### src/rtl/pc_unit.sv
// Fetch-stage program counter with relative/absolute jumps,
// a circular return-address stack and trap entry/return.
module pc_unit #(
    parameter int              XLEN         = 32,
    parameter logic [XLEN-1:0] RESET_VECTOR = '0,
    parameter logic [XLEN-1:0] TRAP_VECTOR  = XLEN'(32'h0000_0100),
    parameter int              STEP         = 4,
    parameter int              RAS_DEPTH    = 4
) (
    input  logic            Clk,
    input  logic            Reset_n,
    input  logic [2:0]      pc_op,
    input  logic [XLEN-1:0] target_in,
    output logic [XLEN-1:0] pc_out,
    output logic [XLEN-1:0] epc_out,
    output logic            in_trap,
    output logic            misaligned,
    output logic            ras_empty,
    output logic            ras_full,
    output logic            ras_overflow,
    output logic            ras_underflow,
    output logic            double_fault
);

    localparam int PW = $clog2(RAS_DEPTH);
    localparam int CW = PW + 1;
    localparam logic [XLEN-1:0] STEP_W  = XLEN'(STEP);
    localparam logic [CW-1:0]   DEPTH_C = CW'(RAS_DEPTH);
    localparam logic [PW-1:0]   PTR_ONE = PW'(1);
    localparam logic [CW-1:0]   CNT_ONE = CW'(1);

    typedef enum logic [2:0] {
        OP_HOLD = 3'd0,
        OP_STEP = 3'd1,
        OP_JREL = 3'd2,
        OP_JABS = 3'd3,
        OP_CALL = 3'd4,
        OP_RET  = 3'd5,
        OP_TRAP = 3'd6,
        OP_ERET = 3'd7
    } op_e;

    typedef enum logic {
        S_NORMAL = 1'b0,
        S_TRAP   = 1'b1
    } state_e;

    // Architectural state
    logic [XLEN-1:0] r_pc;
    logic [XLEN-1:0] r_epc;
    state_e          r_state;
    logic            r_ovf;
    logic            r_unf;
    logic            r_df;

    // Return-address stack; r_wptr points at the next free slot,
    // which is also the oldest entry once the stack is full.
    logic [XLEN-1:0] r_ras [RAS_DEPTH];
    logic [PW-1:0]   r_wptr;
    logic [CW-1:0]   r_count;

    // Next-state wires
    logic [XLEN-1:0] w_pc_nxt;
    logic [XLEN-1:0] w_epc_nxt;
    state_e          w_state_nxt;
    logic            w_push;
    logic            w_pop;
    logic            w_ovf_nxt;
    logic            w_unf_nxt;
    logic            w_df_nxt;

    // Datapath helpers
    logic [XLEN-1:0] w_seq;
    logic [XLEN-1:0] w_rel;
    logic [PW-1:0]   w_ptr_dec;
    logic [PW-1:0]   w_ptr_inc;
    logic [XLEN-1:0] w_top;
    logic            w_empty;
    logic            w_full;
    op_e             w_op;

    assign w_op      = op_e'(pc_op);
    assign w_seq     = r_pc + STEP_W;
    assign w_rel     = r_pc + target_in;
    assign w_ptr_dec = r_wptr - PTR_ONE;
    assign w_ptr_inc = r_wptr + PTR_ONE;
    assign w_top     = r_ras[w_ptr_dec];
    assign w_empty   = (r_count == '0);
    assign w_full    = (r_count == DEPTH_C);

    always_comb begin
        w_pc_nxt    = r_pc;
        w_epc_nxt   = r_epc;
        w_state_nxt = r_state;
        w_push      = 1'b0;
        w_pop       = 1'b0;
        w_ovf_nxt   = 1'b0;
        w_unf_nxt   = 1'b0;
        w_df_nxt    = 1'b0;
        unique case (w_op)
            OP_HOLD: begin
                w_pc_nxt = r_pc;
            end
            OP_STEP: begin
                w_pc_nxt = w_seq;
            end
            OP_JREL: begin
                w_pc_nxt = w_rel;
            end
            OP_JABS: begin
                w_pc_nxt = target_in;
            end
            OP_CALL: begin
                w_pc_nxt  = w_rel;
                w_push    = 1'b1;
                w_ovf_nxt = w_full;
            end
            OP_RET: begin
                if (w_empty) begin
                    w_unf_nxt = 1'b1;
                end else begin
                    w_pc_nxt = w_top;
                    w_pop    = 1'b1;
                end
            end
            OP_TRAP: begin
                w_pc_nxt    = TRAP_VECTOR;
                w_state_nxt = S_TRAP;
                if (r_state == S_TRAP) begin
                    w_df_nxt = 1'b1;
                end else begin
                    w_epc_nxt = r_pc;
                end
            end
            OP_ERET: begin
                if (r_state == S_TRAP) begin
                    w_pc_nxt    = r_epc;
                    w_state_nxt = S_NORMAL;
                end
            end
            default: begin
                w_pc_nxt = r_pc;
            end
        endcase
    end

    always_ff @(posedge Clk or negedge Reset_n) begin
        if (!Reset_n) begin
            r_pc    <= RESET_VECTOR;
            r_epc   <= '0;
            r_state <= S_NORMAL;
            r_ovf   <= 1'b0;
            r_unf   <= 1'b0;
            r_df    <= 1'b0;
        end else begin
            r_pc    <= w_pc_nxt;
            r_epc   <= w_epc_nxt;
            r_state <= w_state_nxt;
            r_ovf   <= w_ovf_nxt;
            r_unf   <= w_unf_nxt;
            r_df    <= w_df_nxt;
        end
    end

    // A push into a full stack overwrites the oldest slot; count saturates.
    always_ff @(posedge Clk or negedge Reset_n) begin
        if (!Reset_n) begin
            for (int i = 0; i < RAS_DEPTH; i++) begin
                r_ras[i] <= '0;
            end
            r_wptr  <= '0;
            r_count <= '0;
        end else if (w_push) begin
            r_ras[r_wptr] <= w_seq;
            r_wptr        <= w_ptr_inc;
            if (!w_full) begin
                r_count <= r_count + CNT_ONE;
            end
        end else if (w_pop) begin
            r_wptr  <= w_ptr_dec;
            r_count <= r_count - CNT_ONE;
        end
    end

    assign pc_out        = r_pc;
    assign epc_out       = r_epc;
    assign in_trap       = (r_state == S_TRAP);
    assign misaligned    = (r_pc[1:0] != 2'b00);
    assign ras_empty     = w_empty;
    assign ras_full      = w_full;
    assign ras_overflow  = r_ovf;
    assign ras_underflow = r_unf;
    assign double_fault  = r_df;

endmodule

### config.mk
export PLATFORM = sky130hd
export DESIGN_NAME = pc_unit
export DESIGN_NICKNAME = d
export VERILOG_FILES = /design/src/rtl/pc_unit.sv
export SDC_FILE = /design/constraint.sdc
export NUM_CORES = 1
export LEC_CHECK = 0
export CAP_MARGIN = 30
export CORE_UTILIZATION = 25
export DETAILED_ROUTE_END_ITERATION = 6
export HOLD_SLACK_MARGIN = 0.08
export PLACE_DENSITY = 0.51
export SLEW_MARGIN = 20
export SYNTH_ARGS = -nofsm -noshare
export SYNTH_HDL_FRONTEND = slang
export SYNTH_SLANG_ARGS = --single-unit
### constraint.sdc
create_clock -name Clk -period 7.4 [get_ports Clk]
set_input_delay 1.11 -clock Clk [delete_from_list [all_inputs] [get_ports Clk]]
set_output_delay 1.11 -clock Clk [all_outputs]
set_load 0.05 [all_outputs]
After elaboration in Yosys (flattened, before gate mapping):

Cells that the tools add are included.
W data, S select, Z words.

* flip-flop bits (word level): 201
* input port bits: 37
* output and inout port bits: 71
* word-level logic and storage cells: 66

* add/subtract/negate cells: 6
* magnitude comparators: 3
* equality and inequality tests: 10
* multiplexer cells: 23
* bitwise gates (word level): 3
* reduce and logical (&&, ||, !) cells: 9

Operator list (number)
* $pmux W32 S6: 1
* $mux W32: 5
* $bwmux W128: 1
* $bmux W32 S2: 1
* $demux W32 S2: 1
* $add A32 B3 Y32 const B: 1
* $add A32 B32 Y32: 1
* $eq A3 B3 Y1 const B: 5
* $mux W3: 3
* $mux W1: 8
* $eq A3 B2 Y1 const B: 2
* $ge A3 B3 Y1 const B: 2
* $logic_not A3 Y1: 2
* $not A2 Y3: 2
* $reduce_bool A2 Y1: 3
* $mux W2: 2
* $ne A2 B2 Y1 const B: 2
* $reduce_and A2 Y1: 2
* $add A3 B1 Y3 const B: 1
* $eq A3 B1 Y1 const B: 1
* $lt A3 B1 Y1 const B: 1
* $sub A3 B1 Y3 const B: 1
* $add A2 B1 Y2 const B: 1
* $pmux W1 S2: 1
* 4 further kinds: 4

Depth between registers and ports, before layout:

Gate-level depths: netlist of run 1.

* depth in word-level cells: 7
* mapped depth: 14
* depth with buffers taken out: 12

Worst setup path before layout of run 1:

No wires, ideal clock.

* kind: reg2reg
* from: register r_wptr[0]
* to: register r_pc[27], in the netlist pc_out[27]
* library setup time: 0.136 ns
* arrival: 3.267 ns
* data required time: 7.264 ns
* setup slack: 3.997 ns
* cell stages (with the launch flop): 14
* buffers on the path: 6
* period minus slack after synthesis: 3.403 ns
* path through: dfrtp_1 buf_2 buf_2 buf_2 inv_1 ha_1 clkbuf_1 clkbuf_1 clkbuf_1 mux4_2 a21oi_1 o21ai_0 a32oi_1 o21ai_0

* cells in the longest elaborated chain, start to end: 7

RTL lines
* start: declaration: line 59 `logic [PW-1:0] r_wptr;`
* start signal: assignment: line 175 `r_wptr <= w_ptr_inc;`
* start signal: assignment: line 180 `r_wptr <= w_ptr_dec;`
* $sub A2 B1 Y2: line 85 `assign w_ptr_dec = r_wptr - PTR_ONE;`
* via w_ptr_dec[0]: line 75 `logic [PW-1:0] w_ptr_dec;`
* $not A2 Y3 (not written as such): line 87 `assign w_top = r_ras[w_ptr_dec];`
* $bmux W32 S2: line 87
* $mux W32 (not written as such) (2 in a row): line 87
* $mux W32: line 119 `if (w_empty) begin`
* $pmux W32 S6: line 100 `unique case (w_op)`
* end signal: assignment: line 156 `r_pc <= w_pc_nxt;`
* end: declaration: line 49 `logic [XLEN-1:0] r_pc;`

The timed path passes the listed nets, and every way through them passes these cells. The select of a mux whose other input is x is not followed.
A chain may end at the register's enable or synchronous reset.

Worst setup path after layout of run 1:

* from: input port pc_op[1]
* to: register r_pc[26], in the netlist pc_out[26]

* cells in the longest elaborated chain, start to end: 3
* elaborated cells between the ends (all ways): 13
* classes of those cells: 8 x eq/ne; 1 x mux; 1 x bitwise; 3 x reduce/logical

RTL lines
* start: declaration: line 12 `input logic [2:0] pc_op,`
* $eq A3 B3 Y1, or another cell as far along: line 100
* $reduce_or A2 Y1 (no line), or another cell as far along
* $pmux W32 S6 / $reduce_and A2 Y1 (equally long branches)

Parallel ways exist; a longest one is shown, timed or not.

==> results of run 1 <==
-- power breakdown --
group	switching, mW	internal, mW	leakage (nW)	total, mW
combinational	1.99	1.39	3.07	3.38
sequential	0.516	1.60	2.48	2.12
clock	0.487	0.779	0.401	1.27
-- worst min-delay path, delay by kind of cell, from the launching register on --
family | cells | cell delay, ns
flops | 1 | 0.34
compound gates | 1 | 0.06
simple gates | 1 | 0.04
-- cells by family after synthesis --
logic type | after synthesis | share of synthesized area
muxes | 96 | 0.116
buffers and inverters | 111 | 0.0521
adders and majority gates | 38 | 0.0405
AOI/OAI and AO/OA | 381 | 0.190
xor gates and xnor gates | 55 | 0.0398
and+or+nand+nor | 390 | 0.145
DFF | 201 | 0.416
-- per-layer routing --
metal	GRT usage	share of wire
met1	0.215	0.45
met2	0.267	0.47
met3	0.0232	0.046
met4	0.0578	0.031
met5	0	0.00033
-- cell type report --
cell class / count / area, um2
repair buffers: 134 / 1330
inverters: 17 / 63.8
well taps: 615 / 769
fillers: 4962 / 33300
clock buffers: 31 / 676
flip-flops and latches: 201 / 5030
diodes: 1 / 2.50
multi-input cells: 960 / 6460
clock inverters: 9 / 160
-- sequential cells by signal (all words and copies together), names as in the netlist --
register / count
r_count: 3
pc_out: 32
epc_out: 32
ras_overflow: 1
double_fault: 1
r_wptr: 2
r_ras: 128
ras_underflow: 1
in_trap: 1
-- worst max-delay path by stage --
stage | from | end
3_5_place_dp | pc_op[1] | pc_out[26]$_DFFE_PN0P_
2_1_floorplan | r_wptr[0]$_DFFE_PN0P_ | pc_out[27]$_DFFE_PN0P_
6_report | pc_op[1] | pc_out[26]$_DFFE_PN0P_
3_3_place_gp | pc_op[1] | pc_out[26]$_DFFE_PN0P_
5_1_grt | pc_op[1] | pc_out[26]$_DFFE_PN0P_
4_1_cts | pc_op[1] | pc_out[26]$_DFFE_PN0P_
-- synthesized netlist by cell type, drive strengths merged, types with 9 or more instances --
| master | instances | area share |
|---|---|---|
| dfrtp | 201 | 0.42 |
| nand2 | 151 | 0.047 |
| a21oi | 135 | 0.056 |
| nor2 | 135 | 0.042 |
| o21ai | 118 | 0.049 |
| clkbuf | 71 | 0.029 |
| ha | 36 | 0.037 |
| mux2 | 32 | 0.030 |
| mux2i | 32 | 0.026 |
| mux4 | 32 | 0.060 |
| xnor2 | 32 | 0.023 |
| nand3 | 24 | 0.010 |
| xor2 | 23 | 0.017 |
| buf | 20 | 0.0099 |
| nor3 | 18 | 0.0074 |
| inv | 15 | 0.0047 |
| nand4 | 15 | 0.011 |
| a21o | 14 | 0.0087 |
| and3 | 14 | 0.0074 |
| a211oi | 13 | 0.0081 |
| a221oi | 12 | 0.0087 |
| o211ai | 11 | 0.0068 |
| o221ai | 9 | 0.0065 |
==> results.md, run 1 <==
* Outcome: finished, final reports clean
* Critical register-to-register path startpoint: pc_out[2]$_DFFE_PN0P_
* Data required, critical path at between 7 and 8 ns
* CTS tree: built
* Via count of the first global-routing pass at 10100
* Remaining antenna violation count at 0
* Worst-case clock buffer depth at 3
* Kind of cell adding the most delay to the critical path: buffers and inverters
* Antenna violations before repair at 2
* Root buffer cell: sky130_fd_sc_hd__clkbuf_16
* Syn Nets at between 1000 and 1500
* Total negative slack for setup checks at 0 ns
* Min-Delay Path Class: reg -> reg
* Share of the yosys chip area belonging to registers at 0.416
* Summed area of non-filler cells in the final layout at about 14000 um2
* Number of cells on the critical path at 9
* Number of max-slew violations in the final report at 0
* Number of resized instances in the post-cts repair step at 0
* Core Rows at 80
* Post-DP Area at between 10000 and 15000 um2
* Clock net sink count at 201
* Startpoint Class: primary input
* Final standard cell utilization of the core at 0.303
* Synth-to-layout area growth at 19.8%
* Slew at the pin closest to its max-slew limit at 0.984 ns
* Part of the cycle the worst path needs at 0.593
* Most common library cell in the layout ignoring fill and taps: sky130_fd_sc_hd__dfrtp_1
* Gr usage total at 0.162
* Commonest cells after routing, fill and taps aside: sky130_fd_sc_hd__dfrtp_1, sky130_fd_sc_hd__nand2_1, sky130_fd_sc_hd__a21oi_1, sky130_fd_sc_hd__nor2_1, sky130_fd_sc_hd__o21ai_0
* Number of I/O pins at 108
* CP Capture Type: register
* Clock buffer count from CTS at 23
* Cell leakage power at roughly 5.9 nW
* Gpl congestion at 0.891
* Hold Vio Cnt, Final at 0
* Routed via count at 10000
* Largest stage delay, worst path at 0.99 ns
* Post-layout net count at 1412
* Critical-path maximum fanout at 11
* Syn Inst Count at 1272
* Final critical-path setup slack at 3.01 ns
* Maximum clock skew at final layout at 0.00716 ns
* Count of synthesis-stage warnings from yosys at 0
* Peak ir drop on the vdd network at approximately 0.19 mV
* Share of cells above drive strength 1 at 0.115
* Max-capacitance violation count at 0
* Number of unique standard cell types used by synthesis at 75
* Routed WL at 39.4 mm
* Post-synth top flop: sky130_fd_sc_hd__dfrtp_1
* Skew-Pair Late Insertion Delay at roughly 0.52 ns
* Cell Chain, Critical Path: clkdlybuf4s50_1, nor2_1, buf_4, nand3_2, clkinv_1, a21oi_1, nand4_1, o311ai_0, o31ai_1
* Post-route total power at between 6 and 7 mW
* Hold path startpoint: r_ras[113]$_DFFE_PN0P_
* DIE AREA at 49300 um2
* Number of enable-type register cells in the synthesized netlist at 0
* Sum of overflow across all layers after global routing at 0
* Syn Std Cell Area at 12100 um2
* Hold Path Sink: r_ras[113]$_DFFE_PN0P_
* Clock slew at the register clock pins of the worst setup and hold paths at 0.06 ns
* Depth of the CTS H-tree at 1
* Worst Hold Margin at 0.474 ns
* Worst slew margin at 0.341
* Pin count of the biggest net entering global routing at 73
* Count of port buffers added during placement at 107
* Post-synthesis sequential element count at 201
* Number of setup buffers added after CTS at 0
* Hold-fix buffers, CTS at 0
* FF-to-FF End: pc_out[24]$_DFFE_PN0P_
* Cell count of the worst reg-to-reg path at 10
* Unrepaired setup endpoints after global routing: false
* Total iterations of the first detailed-routing run at 5
* Share of synthesized flip-flops with an asynchronous set or reset at 1.00
* Classification of the worst setup path: in -> reg
* Combined buffer and inverter count along the critical path at 3
* Std-Cell Core Area at 47700 um2
* FF-to-FF setup slack at 3.76 ns
* Dpl hpwl at between 20 and 30 mm
* Average wire per cell in the routed design at 20.0 um
* Post-Place Cells at between 1500 and 2000
* Mean Syn Cell Area at ~9.5 um2
* Number of stages on the worst hold path at 2
* Height of the chip at 222 um
* Slowest CP cell: sky130_fd_sc_hd__clkdlybuf4s50_1
* Starting utilization of the core area at 0.253
* Power per unit of standard cell area at between 400 and 500 nW/um2
* Setup-failing EPs final at 0
* Initial DRC count at 681
* Minimum period implied by the final worst setup slack at 4.39 ns
* DIE WIDTH at 222 um
* DRC violations left at 0
* FMAX at 228 MHz
* First-pass GRT wire length at 61.9 mm
* Post-Place Worst Slack at 2.47 ns
* Non-Filler Instances at 1968
* Avg Vias per Cell at 5.10
* Arrival time at the worst endpoint at 4.76 ns
Power figures use the tool's default switching activity.
==> run 2: changes to the inputs <==
Settings changed: PLACE_DENSITY 0.51 to 0.52.
Clock period 7.4 ns to 3.6 ns, I/O delays scaled along.
==> run 2 against run 1 <==
  * Register-to-register slack worse by 3.2 ns
  * Via count is 2.6% higher
  * Global-route usage is 0.12 points higher
  * Worst setup slack worse by 2.6 ns
  * Power is 110% higher
  * Largest cell class unchanged
  * Critical endpoint is now pc_out[24]$_DFFE_PN0P_
  * Cell area is 1.3% higher
  * Non-clock buffer count is 47 higher
  * Clock-buffer cell count stayed put
  * Routed wire length is 1.6% higher
  * Sequential power is 97% higher
==> results.md, run 2 (synthesis gave the netlist of run 1 again) <==
* Critical Path Source: target_in[0]
* Clock slew at the register clock pins of the worst setup and hold paths at 0.06 ns
* Number of antenna diodes at 0
* Clock net sink count at 201
* Worst Hold Margin at 0.0483 ns
* Classification of the worst setup path: in -> reg
* Multi-input gate area in the final layout at 6450 um2
* Total negative slack for setup checks at 0 ns
* Synth-to-layout area growth at 21.3%
* Hold Vio Cnt, Final at 0
* Combined buffer and inverter count along the critical path at 4
* Setup-failing EPs final at 0
* DRC violations left at 0
* Cell leakage power at roughly 6 nW
* Largest reg by FF count: r_ras
* Root buffer cell: sky130_fd_sc_hd__clkbuf_16
* Depth of the CTS H-tree at 1
* Peak ir drop on the vdd network at ~0.46 mV
* Unrepaired setup endpoints after global routing: false
* Hold-fix buffers, CTS at 0
* Clock buffer count from CTS at 23
* Largest stage delay, worst path at approximately 0.50 ns
* Height of the chip at between 200 and 250 um
* DIE WIDTH at 222 um
* Slew at the pin closest to its max-slew limit at a little under 0.8 ns
* Starting utilization of the core area at 0.253
* Number of resized instances in the post-cts repair step at 0
* First-pass GRT wire length at 62.9 mm
* Commonest cells after routing, fill and taps aside: sky130_fd_sc_hd__dfrtp_1, sky130_fd_sc_hd__nand2_1, sky130_fd_sc_hd__a21oi_1, sky130_fd_sc_hd__nor2_1, sky130_fd_sc_hd__o21ai_0
* Routed via count at roughly 10000
* Total of fill cells in the finished design at around 5000
* Std-Cell Core Area at approximately 48000 um2
* Number of flip-flops in the largest register at 128
* Maximum clock skew at final layout at 0.0115 ns
* Part of the cycle the worst path needs at 0.882
* CP Capture Type: register
* Dpl hpwl at 28.3 mm
* Power per unit of standard cell area at 947 nW/um2
* Remaining antenna violation count at 0
* Antenna violations before repair at 1
* Outcome: finished, final reports clean
* DIE AREA at 49300 um2
* Number of I/O pins at 108
* Skew-Pair Late Insertion Delay at about 0.53 ns
* Gpl congestion at 0.924
* FF-to-FF End: pc_out[24]$_DFFE_PN0P_
* FMAX at around 320 MHz
* Worst slew margin at 0.477
* Most common library cell in the layout ignoring fill and taps: sky130_fd_sc_hd__dfrtp_1
* Post-Place Worst Slack at -0.128 ns
* Routed WL at 40.1 mm
* Share of cells above drive strength 1 at 0.140
* Critical register-to-register path startpoint: pc_out[1]$_DFFE_PN0P_
* Average wire per cell in the routed design at between 15 and 20 um
* CTS tree: built
* Critical-path maximum fanout at 4
* Gr usage total at 0.163
* FF-to-FF setup slack at 0.53 ns
* Total area of sequential cells at slightly above 5000 um2
* Sum of overflow across all layers after global routing at 0
* Data required, critical path at 4.00 ns
* Min-Delay Path Class: in -> async
* Number of max-slew violations in the final report at 0
* Pin count of the biggest net entering global routing at 86
* Initial DRC count at around 700
* Final critical-path setup slack at 0.427 ns
* Number of cells on the critical path at 15
* Kind of cell adding the most delay to the critical path: compound AO/OA/AOI/OAI gates
* Total iterations of the first detailed-routing run at 5
* Cell count of the worst reg-to-reg path at 13
* Capturing element of the worst setup path: pc_out[24]$_DFFE_PN0P_
* Avg Vias per Cell at 5.11
* Count of port buffers added during placement at between 100 and 150
* Startpoint Class: primary input
* Via count of the first global-routing pass at 10400
* Arrival time at the worst endpoint at 3.58 ns
* Max-capacitance violation count at 0
* Core Rows at 80
* Post-layout net count at roughly 1500
* Minimum period implied by the final worst setup slack at 3.17 ns
* Number of setup buffers added after CTS at 0
* Cell repeated most along the worst path: sky130_fd_sc_hd__buf_4
* Slowest CP cell: sky130_fd_sc_hd__clkdlybuf4s50_1
* Cell Chain, Critical Path: clkdlybuf4s50_1, ha_1, inv_1, fa_1, nor2b_1, o2111ai_1, nand2_1, o41ai_2, buf_4, o21ai_1, buf_4, a31oi_1, o21bai_1, and4b_1, or3_1
* Worst-case clock buffer depth at 3
run 2: changes by cell type in the layout (fill, tap and decap cells not counted), moves of 2 or more:
cell,delta
sky130_fd_sc_hd__clkinv_2,+5
sky130_fd_sc_hd__clkbuf_8,-5
sky130_fd_sc_hd__clkbuf_1,+5
sky130_fd_sc_hd__buf_8,-2
sky130_fd_sc_hd__bufinv_16,-2
sky130_fd_sc_hd__buf_12,+2
sky130_fd_sc_hd__buf_4,+50
sky130_fd_sc_hd__clkinvlp_4,-3
sky130_fd_sc_hd__buf_16,-2
run 2: where the power goes:
group	total [mW]	internal, mW	leakage, nW	switching, mW
Combinational	7.39	3.09	3.28	4.31
Clock	2.34	1.36	0.357	0.983
Sequential	4.17	3.29	2.48	0.879
Total	13.9	7.73	6.11	6.17
run 2: worst min-delay path by stage:
| stage | startpoint | slack, ns | end |
|---|---|---|---|
| 2_1_floorplan | Reset_n | 0.24 | double_fault$_DFF_PN0_ |
| 3_3_place_gp | r_ras[59]$_DFFE_PN0P_ | 0.46 | r_ras[59]$_DFFE_PN0P_ |
| 3_5_place_dp | r_ras[96]$_DFFE_PN0P_ | 0.46 | r_ras[96]$_DFFE_PN0P_ |
| 4_1_cts | Reset_n | 0.10 | pc_out[20]$_DFFE_PN0P_ |
| 5_1_grt | Reset_n | 0.13 | pc_out[28]$_DFFE_PN0P_ |
| 6_report | Reset_n | 0.05 | pc_out[23]$_DFFE_PN0P_ |
run 2: area by class of cell:
type,count,share of cell area
multi-input combinational,960,0.439
clock inverter,8,0.00639
clock buffer,31,0.0426
inverter,17,0.00435
sequential,201,0.343
tap,615,0.0524
timing repair buffer,181,0.112
run 2: through the flow:
step	utilization	power [mW]	cells	cell area, um2
floorplan	-	9.31	1272	12100
global placement	0.292	11.5	1974	14000
detailed placement	0.292	11.6	1974	14000
CTS	0.307	14.0	2013	14700
global route	0.307	14.8	2013	14700
finish	0.307	13.9	2013	14700
run 2: worst reg2reg max path, stage by stage, from the launching register on:
cell and delay [ns]:
sky130_fd_sc_hd__dfrtp_1 0.49, sky130_fd_sc_hd__inv_1 0.24, sky130_fd_sc_hd__fa_1 0.24, sky130_fd_sc_hd__nor2b_1 0.07, sky130_fd_sc_hd__o2111ai_1 0.24, sky130_fd_sc_hd__nand2_1 0.12, sky130_fd_sc_hd__o41ai_2 0.30, sky130_fd_sc_hd__buf_4 0.17
sky130_fd_sc_hd__o21ai_1 0.07, sky130_fd_sc_hd__buf_4 0.16, sky130_fd_sc_hd__a31oi_1 0.21, sky130_fd_sc_hd__o21bai_1 0.10, sky130_fd_sc_hd__and4b_1 0.20, sky130_fd_sc_hd__or3_1 0.33
run 2: per-layer routing:
| metal | vias up | routed length, um | track usage |
|---|---|---|---|
| li1 | 4827 | - | - |
| met2 | 321 | 19300 | 0.275 |
| met1 | 5073 | 17300 | 0.213 |
| met3 | 70 | 2220 | 0.0246 |
| met4 | 2 | 1180 | 0.0551 |
| met5 | - | 13 | 0 |
==> run 3: changes to the inputs <==
--- a/config.mk
+++ b/config.mk
@@ -10,5 +10,5 @@
 export DETAILED_ROUTE_END_ITERATION = 6
 export HOLD_SLACK_MARGIN = 0.08
-export PLACE_DENSITY = 0.52
+export PLACE_DENSITY = 0.51
 export SLEW_MARGIN = 20
 export SYNTH_ARGS = -nofsm -noshare
==> constraint.sdc (replaced) <==
create_clock -name Clk -period 3.5 [get_ports Clk]
set_input_delay 0.525 -clock Clk [delete_from_list [all_inputs] [get_ports Clk]]
set_output_delay 0.525 -clock Clk [all_outputs]
set_load 0.02 [all_outputs]
==> run 3 against run 2 <==
  * Critical path depth up 1
  * Routed wire length up 0.68%
  * Sequential power up 4%
  * Register-to-register slack worse by 0.08 ns
  * Non-clock buffer count up 19
  * Global-route usage up 0.16 points
  * Worst setup slack worse by 0.047 ns
  * Hold slack better by 0.43 ns
  * First-iteration DRC count down 14%
  * Clock skew up 0.015 ns
  * Sequential cell count unchanged
==> results.md, run 3 (synthesis gave the netlist of run 1 again) <==
* Outcome: finished, final reports clean
* Root buffer cell: sky130_fd_sc_hd__clkbuf_16
* Classification of the worst setup path: in -> reg
* CTS tree: built
* Slew at the pin closest to its max-slew limit at about 0.8 ns
* Post-layout net count at 1478
* Count of port buffers added during placement at 107
* FF-to-FF End: pc_out[31]$_DFFE_PN0P_
* Maximum clock skew at final layout at 0.0269 ns
* DIE WIDTH at 222 um
* Worst-case clock buffer depth at 3
* Peak ir drop on the vdd network at ~0.34 mV
* Number of resized instances in the post-cts repair step at 0
* Unrepaired setup endpoints after global routing: false
* Power per unit of standard cell area at 917 nW/um2
* Cell leakage power at 6.23 nW
* Sequential share of power at 0.317
* Initial DRC count at 604
* Dpl hpwl at 29.0 mm
* Max-capacitance violation count at 0
* Starting utilization of the core area at 0.253
* Combinational fraction of design power at 0.497
* Most common library cell in the layout ignoring fill and taps: sky130_fd_sc_hd__dfrtp_1
* Critical-path maximum fanout at 3
* Sum of overflow across all layers after global routing at 0
* Average wire per cell in the routed design at 19.8 um
* Share of cells above drive strength 1 at 0.154
* Depth of the CTS H-tree at 1
* Height of the chip at 222 um
* Std-Cell Core Area at roughly 48000 um2
* Avg Vias per Cell at about 5.1
* FMAX at 320 MHz
* Clock net sink count at 201
* Fraction of power spent switching nets at 0.404
* Pin count of the biggest net entering global routing at 84
* Data required, critical path at 3.89 ns
* Via count of the first global-routing pass at 10300
* Hold path startpoint: r_ras[64]$_DFFE_PN0P_
* Startpoint Class: primary input
* Clock buffer count from CTS at 23
* Largest reg by FF count: r_ras
* Setup-failing EPs final at 0
* Hold Path Sink: r_ras[64]$_DFFE_PN0P_
* DRC violations left at 0
* First-pass GRT wire length at 62.8 mm
* Synth-to-layout area growth at 23.2%
* FF-to-FF setup slack at 0.45 ns
* Internal Dissipation at 8.14 mW
* CP Capture Type: register
* Critical register-to-register path startpoint: pc_out[2]$_DFFE_PN0P_
* Worst slew margin at 0.469
* Post-Place Worst Slack at -0.165 ns
* Commonest cells after routing, fill and taps aside: sky130_fd_sc_hd__dfrtp_1, sky130_fd_sc_hd__nand2_1, sky130_fd_sc_hd__a21oi_1, sky130_fd_sc_hd__nor2_1, sky130_fd_sc_hd__o21ai_0
* Final critical-path setup slack at 0.379 ns
* Antenna violations before repair at 2
* Remaining antenna violation count at 0
* Skew-Pair Late Insertion Delay at roughly 0.53 ns
* Number of stages on the worst hold path at 2
* Min-Delay Path Class: reg -> reg
* Core Rows at 80
* Switching power of the nets at 5.52 mW
* Number of max-slew violations in the final report at 0
* Minimum period implied by the final worst setup slack at 3.12 ns
* Number of I/O pins at 108
* Gr usage total at 0.165
* Cell count of the worst reg-to-reg path at 8
* Clock share of power at 0.186
* Number of flip-flops in the largest register at around 130
* Total negative slack for setup checks at 0 ns
* Part of the cycle the worst path needs at 0.892
* Total iterations of the first detailed-routing run at 5
* DIE AREA at approximately 50000 um2
* Routed WL at just over 40 mm
* Hold Vio Cnt, Final at 0
* Gpl congestion at 0.923
* Routed via count at slightly above 10000
* Clock slew at the register clock pins of the worst setup and hold paths at around 0.060 ns
* Arrival time at the worst endpoint at 3.51 ns
run 3: critical path, cell delays in order:
cell	delay (ns)
sky130_fd_sc_hd__clkdlybuf4s50_1	0.49
sky130_fd_sc_hd__ha_1	0.18
sky130_fd_sc_hd__inv_1	0.06
sky130_fd_sc_hd__fa_1	0.40
sky130_fd_sc_hd__nor2b_1	0.17
sky130_fd_sc_hd__o2111ai_1	0.16
sky130_fd_sc_hd__nand2_1	0.14
sky130_fd_sc_hd__o41ai_2	0.09
sky130_fd_sc_hd__buf_4	0.15
sky130_fd_sc_hd__o21ai_1	0.30
sky130_fd_sc_hd__buf_4	0.19
sky130_fd_sc_hd__nand3_1	0.07
sky130_fd_sc_hd__a21boi_0	0.17
sky130_fd_sc_hd__buf_4	0.15
sky130_fd_sc_hd__mux2i_1	0.19
sky130_fd_sc_hd__nand3_1	0.09
run 3: final cells by class:
| type | count | area [um2] |
|---|---|---|
| clock inverters | 9 | 128 |
| inverters | 17 | 63.8 |
| clock buffers | 31 | 656 |
| flip-flops and latches | 201 | 5030 |
| multi-input cells | 960 | 6450 |
| well taps | 615 | 769 |
| repair buffers | 200 | 1800 |
| diodes | 1 | 2.50 |
| fillers | 4995 | 32800 |
run 3: how the worst max path moves through the flow:
stage	startpoint	to	slack (ns)	depth (start not counted)
5_1_grt	target_in[0]	pc_out[30]$_DFFE_PN0P_	0.13	16
3_5_place_dp	target_in[0]	pc_out[30]$_DFFE_PN0P_	-0.17	16
4_1_cts	target_in[0]	pc_out[30]$_DFFE_PN0P_	0.35	16
6_report	target_in[0]	pc_out[30]$_DFFE_PN0P_	0.38	16
3_3_place_gp	target_in[0]	pc_out[30]$_DFFE_PN0P_	-0.16	16
2_1_floorplan	r_wptr[0]$_DFFE_PN0P_	pc_out[27]$_DFFE_PN0P_	0.1	13
run 3: what timing repair did:
item	CTS	global route
setup buffers	0	0
hold buffers	1	0
endpoints found under the setup margin	0	0
hold endpoints to repair	4	0
run 3: power groups by stage:
stage,Sequential [mW],Combinational [mW],Clock [mW]
floorplan,4.44,4.31,0
CTS,4.34,6.84,2.60
detailed placement,4.37,6.80,0
global route,4.50,7.43,2.69
global placement,4.32,6.72,0
finish,4.34,6.79,2.54
run 3: layer usage:
layer | share of wire | global-route usage
met1 | 0.44 | 0.214
met2 | 0.47 | 0.274
met3 | 0.051 | 0.0278
met4 | 0.034 | 0.0600
met5 | 0.00032 | 0
run 3: metrics by stage:
step / utilization / area [um2] / hold slack [ns] / power, mW / instances
finish: 0.312 / 14900 / 0.474 / 13.7 / 2034
global route: 0.312 / 14900 / 0.497 / 14.6 / 2033
CTS: 0.312 / 14900 / 0.480 / 13.8 / 2033
detailed placement: 0.295 / 14100 / 0.465 / 11.2 / 1992
global placement: 0.295 / 14100 / 0.456 / 11.0 / 1992
floorplan: - / 12100 / 0.229 / 8.75 / 1272
